==> config.mk <==
export PLATFORM = sky130hd
export DESIGN_NAME = sub_8b_pipe
export DESIGN_NICKNAME = d
export VERILOG_FILES = /design/src/rtl/sub_8b_pipe.sv
export SDC_FILE = /design/constraint.sdc
export NUM_CORES = 1
export LEC_CHECK = 0
export BUFFER_PORTS_ARGS = -buffer_cell sky130_fd_sc_hd__buf_2
export CAP_MARGIN = 0
export CORE_MARGIN = 3
export CORE_UTILIZATION = 35
export CTS_BUF_LIST = sky130_fd_sc_hd__clkbuf_2 sky130_fd_sc_hd__clkbuf_4 sky130_fd_sc_hd__clkbuf_8
export DETAILED_ROUTE_END_ITERATION = 12
export HOLD_SLACK_MARGIN = 0.15
export PLACE_DENSITY = 0.56
export SLEW_MARGIN = 10
export SYNTH_ARGS = -nofsm -noshare
export SYNTH_HDL_FRONTEND = slang
export SYNTH_SLANG_ARGS = --single-unit
==> constraint.sdc <==
create_clock -name clk -period 1.8 [get_ports clk]
set_clock_uncertainty 0.05 [all_clocks]
set_input_delay 0.18 -clock clk [delete_from_list [all_inputs] [get_ports clk]]
set_output_delay 0.18 -clock clk [all_outputs]
set_load 0.05 [all_outputs]
==> src/rtl/sub_8b_pipe.sv <==
// sub_8b_pipe: two-stage pipelined 8-bit subtractor (A - B - Bin) with valid/ready handshakes.
// The borrow chain splits at the nibble: low nibble in stage 1, high nibble and flags in stage 2.
module sub_8b_pipe (
    input  logic       clk,
    input  logic       rst_n,
    input  logic       in_valid,
    output logic       in_ready,
    input  logic [7:0] A,
    input  logic [7:0] B,
    input  logic       Bin,
    output logic       out_valid,
    input  logic       out_ready,
    output logic [7:0] D,
    output logic       Bout,
    output logic       V,
    output logic       Z
);
    logic       s1_valid, s2_valid, b4, accept, s2_load;
    logic [3:0] lo, a_hi, b_hi;
    logic [4:0] lo_diff, hi_diff;
    logic [7:0] d_next;
    assign in_ready  = !s1_valid || !s2_valid || out_ready;
    assign accept    = in_valid && in_ready;
    assign s2_load   = s1_valid && (!s2_valid || out_ready);
    assign out_valid = s2_valid;
    // bit 4 of each 5-bit difference is the nibble borrow
    assign lo_diff = {1'b0, A[3:0]} - {1'b0, B[3:0]} - {4'b0, Bin};
    assign hi_diff = {1'b0, a_hi} - {1'b0, b_hi} - {4'b0, b4};
    assign d_next  = {hi_diff[3:0], lo};
    always_ff @(posedge clk or negedge rst_n) begin
        if (!rst_n) begin
            s1_valid <= 1'b0;
            s2_valid <= 1'b0;
            lo       <= '0;
            b4       <= 1'b0;
            a_hi     <= '0;
            b_hi     <= '0;
            D        <= '0;
            Bout     <= 1'b0;
            V        <= 1'b0;
            Z        <= 1'b0;
        end else begin
            s1_valid <= accept || (s1_valid && !s2_load);
            s2_valid <= s2_load || (s2_valid && !out_ready);
            if (accept) begin
                lo   <= lo_diff[3:0];
                b4   <= lo_diff[4];
                a_hi <= A[7:4];
                b_hi <= B[7:4];
            end
            if (s2_load) begin
                D    <= d_next;
                Bout <= hi_diff[4];
                V    <= (a_hi[3] != b_hi[3]) && (d_next[7] != a_hi[3]);
                Z    <= d_next == 8'h00;
            end
        end
    end
endmodule

==> results.txt <==
- The run finished, with violations left.
- The final reports fail on negative setup slack.
- Relative max-transition margin: 0.630
* Path category of the worst min-delay check: input port to flop
- Buffers placed on the I/O ports in this run total 33.
- Biggest cell delay along the critical path: between 500 and 600 ps
- Setup violations remaining at the end of the flow were counted as 4.
* Clock insertion delay at the later pin of the skew report: 270 ps
* Placeable core region: 0.00374 sq mm
- The number of placed instances, taps included, is about 200.
- Switching part of the total: 0.414
* Total of max-cap violations: 0
- For this run, the register share of the synthesized area comes to 0.465.
- Clock root buffer master: clkbuf_8
- Share of layout cells above drive strength 1: 0.408
- Leftover overflow at the end of global routing: 0
* Post-layout min period: 1940 ps
- Counting flops and latches in the post-synthesis netlist gives 26.
* Critical path data required time: about 1900 ps
- Total inserted antenna cells: 0
- The number of clock buffers added by TritonCTS is 3.
- Yosys top cell by area: dfrtp_1
- Syn. warnings: 0
- Clock tree from TritonCTS: done
* Initial standard-cell utilization of the core: 0.374
- For this run, the top clock speed supported by timing is 516 MHz.
- Sequence of cells on the critical path: inv_2 -> fa_2 -> inv_2 -> ha_4 -> o21ai_2 -> nand3b_1 -> xnor2_2 -> a22o_1
* Maximum number of pins on one net before global-route repair: 27
- Among all stages on the critical path, the largest delay is contributed by fa_2.
- Total number of placement rows: 22
* First-pass iteration count of the detailed router: 4
- Setup slack on the critical path of the routed design comes to -139 ps.
- In this run the static leakage power is 0.902 nW.
- Counting the fill cells in the layout gives about 360.
- DIE AREA: roughly 0.0048 sq mm
* Hold Violations, Final: 0
- Post-route insts no fill: ~220
- Clk slew on worst S/H paths: approximately 90 ps
- Compared with the post-synthesis result, the final layout area differs by 32.2%.
- Critical path peak fanout: 2
- Global-route wire length before repair: 4.28 mm
- Post-route DRC: 0
- The final max-slew violation count is 0.
- Delay-heaviest family, CP: adder cells
- Cell internal power was estimated by the tool at roughly 1.4 mW.
* Clock Power Share: 0.158
- Once detail routing completed, the nets flagged for antenna violations numbered 0.
- Detailed-route via count: about 980
- The final layout contains between 200 and 250 nets.
- Crit path DAT: around 2100 ps
- Setup repair after global routing could not meet its margin everywhere.
* Aggregate global-route resource usage: 0.111
- Crit start category: flop
* Slew at the pin closest to its max-slew limit: about 560 ps
- In this run the vertical extent of the chip is 69.2 microns.
- In this run the power spent charging and discharging nets is 0.985 mW.
* Combinational Power Share: 0.492
- Wires add up to roughly 2.4 mm.
* Portion of synthesized cell area occupied by the leading cell type: 0.465
- Dividing total power by cell area gives a power density of 1290 mW/mm^2.
* Number of global-route vias before repair: approximately 1k
- Count of pins on the block boundary: 34
- After detailed routing, the average wire length per cell comes to about 11 microns.
- Fin Hold WS: roughly 170 ps
- Final Core Density: 0.494
- Routability congestion estimate: 0.695
- After synthesis, the netlist uses 19 different library cells.
* Largest cells by area after synthesis: dfrtp_1 (47%), mux2_2 (11%), ha_1 (11%)
- Mean cell area of the mapped netlist: roughly 12 sq um
- Mapped cell area: about 0.0014 sq mm
- Most prevalent standard cell on the critical path: inv_2
- Clock sink total: 26
- At the placement stage, the worst setup path has a slack of -143 ps.
- The number of antenna violations at the first check in global routing is 0.
- Power share of the sequential group: 0.350
- Post-synth net total: approximately 160
- VDD sags by at most 322 uV.
* H-tree level count: 1
- In the finished design, the share of the clock period the worst path needs comes to 1.08.
* Type of element capturing the critical path: flop
- For this block, the initial DRC count from the detailed router was 11.
- Synthesis produced a netlist whose cell count is 120.
* Die Span X: 69.2 microns
- DP Wirelength: roughly 1.9 mm
- The longest clock path from root to sink contains 2 buffers.
- After detailed routing, the number of vias per cell comes to about 4.5.
- Crit Path Category: flop to flop
- The critical path contains buffers and inverters numbering 2 combined.
==> cell families after synthesis <==
group / share of synthesized area
fa+ha+maj: 0.165
buf+inv: 0.0492
compound gates: 0.0546
mux: 0.113
flops: 0.465
simple gates: 0.0912
xor+xnor: 0.0626
==> per-layer routing <==
metal / vias to the layer above / wire length (microns) / global-route usage
met1: 455 / 1030 / 0.133
met4: 0 / 59 / 0.0586
met3: 5 / 123 / 0.0261
met2: 27 / 1160 / 0.184
li1: 490 / - / -
met5: - / 0 / 0
==> final timing paths <==
path	start	to	slack (ps)	depth (start not counted)
max reg2reg	b_hi[0]$_DFFE_PN0P_	Z$_DFFE_PN0P_	-140	8
min reg2reg	V$_DFFE_PN0P_	V$_DFFE_PN0P_	430	2
min in group asynchronous	rst_n	s1_valid$_DFF_PN0_	380	2
min	out_ready	out_valid$_DFF_PN0_	170	3
max in group asynchronous	rst_n	out_valid$_DFF_PN0_	930	2
max	b_hi[0]$_DFFE_PN0P_	Z$_DFFE_PN0P_	-140	8
==> state kept, by name (all words and copies together) (netlist names) <==
signal and cells:
V 1, b_hi 4, D 8, Z 1
b4 1, a_hi 4, out_valid 1, Bout 1
lo 4, s1_valid 1
==> placed cells by master, fill, tap and decap left out, types with 5 or more instances in the layout <==
master	n
dlygate4sd3_1	10
buf_2	33
nand2b_1	5
inv_1	14
mux2_2	12
ha_1	11
nand2_1	10
dfrtp_1	25
xnor2_1	7
o21ai_0	7
==> power by group through the flow <==
| stage | combinational (mW) | clock (mW) | sequential (mW) |
|---|---|---|---|
| after detailed placement | 1.11 | 0 | 0.846 |
| after floorplan | 0.470 | 0 | 1.20 |
| after global routing | 1.27 | 0.413 | 0.859 |
| after CTS | 1.13 | 0.387 | 0.834 |
| after global placement | 1.10 | 0 | 0.836 |
| final | 1.17 | 0.375 | 0.833 |
==> synth_stat cells, drive strengths merged <==
cell    count
dfrtp      26
a22o        1
nor4        1
fa          4
a21oi       2
xnor2       9
nand3b      3
buf         1
xor2        1
or4         1
clkbuf      1
o21ai      10
ha         12
o31ai       1
inv        16
nand2b      5
nand2      12
mux2       14
==> metrics by stage <==
| step | TNS [ps] | cell area (sq um) | power (mW) |
|---|---|---|---|
| finish | -414 | 1850 | 2.38 |
| global route | -1170 | 1850 | 2.55 |
| CTS | -470 | 1820 | 2.35 |
| detailed placement | -554 | 1670 | 1.96 |
| global placement | -327 | 1670 | 1.93 |
| floorplan | -976 | 1430 | 1.67 |
==> final cells by class <==
type	count	area (sq um)	area share
Inverter	16	60.1	0.0325
Timing Repair Buffer	47	295	0.160
Tap cell	48	60.1	0.0325
Multi-Input combinational cell	76	727	0.393
Sequential cell	26	652	0.353
Clock buffer	4	55.1	0.0298
==> worst min-delay path, cell delays in order <==
cell,delay [ps]
buf_2,80
nand2b_1,130
nand2b_1,60
==> repair_timing <==
action,CTS,global route
hold buffers,10,0
setup buffers,0,0
gates resized for setup,0,6
gates cloned,0,0
setup endpoints to repair,5,6
pin swaps,2,4
endpoints found under the hold margin,35,0
Note: power is estimated with default switching activity, not from simulation.
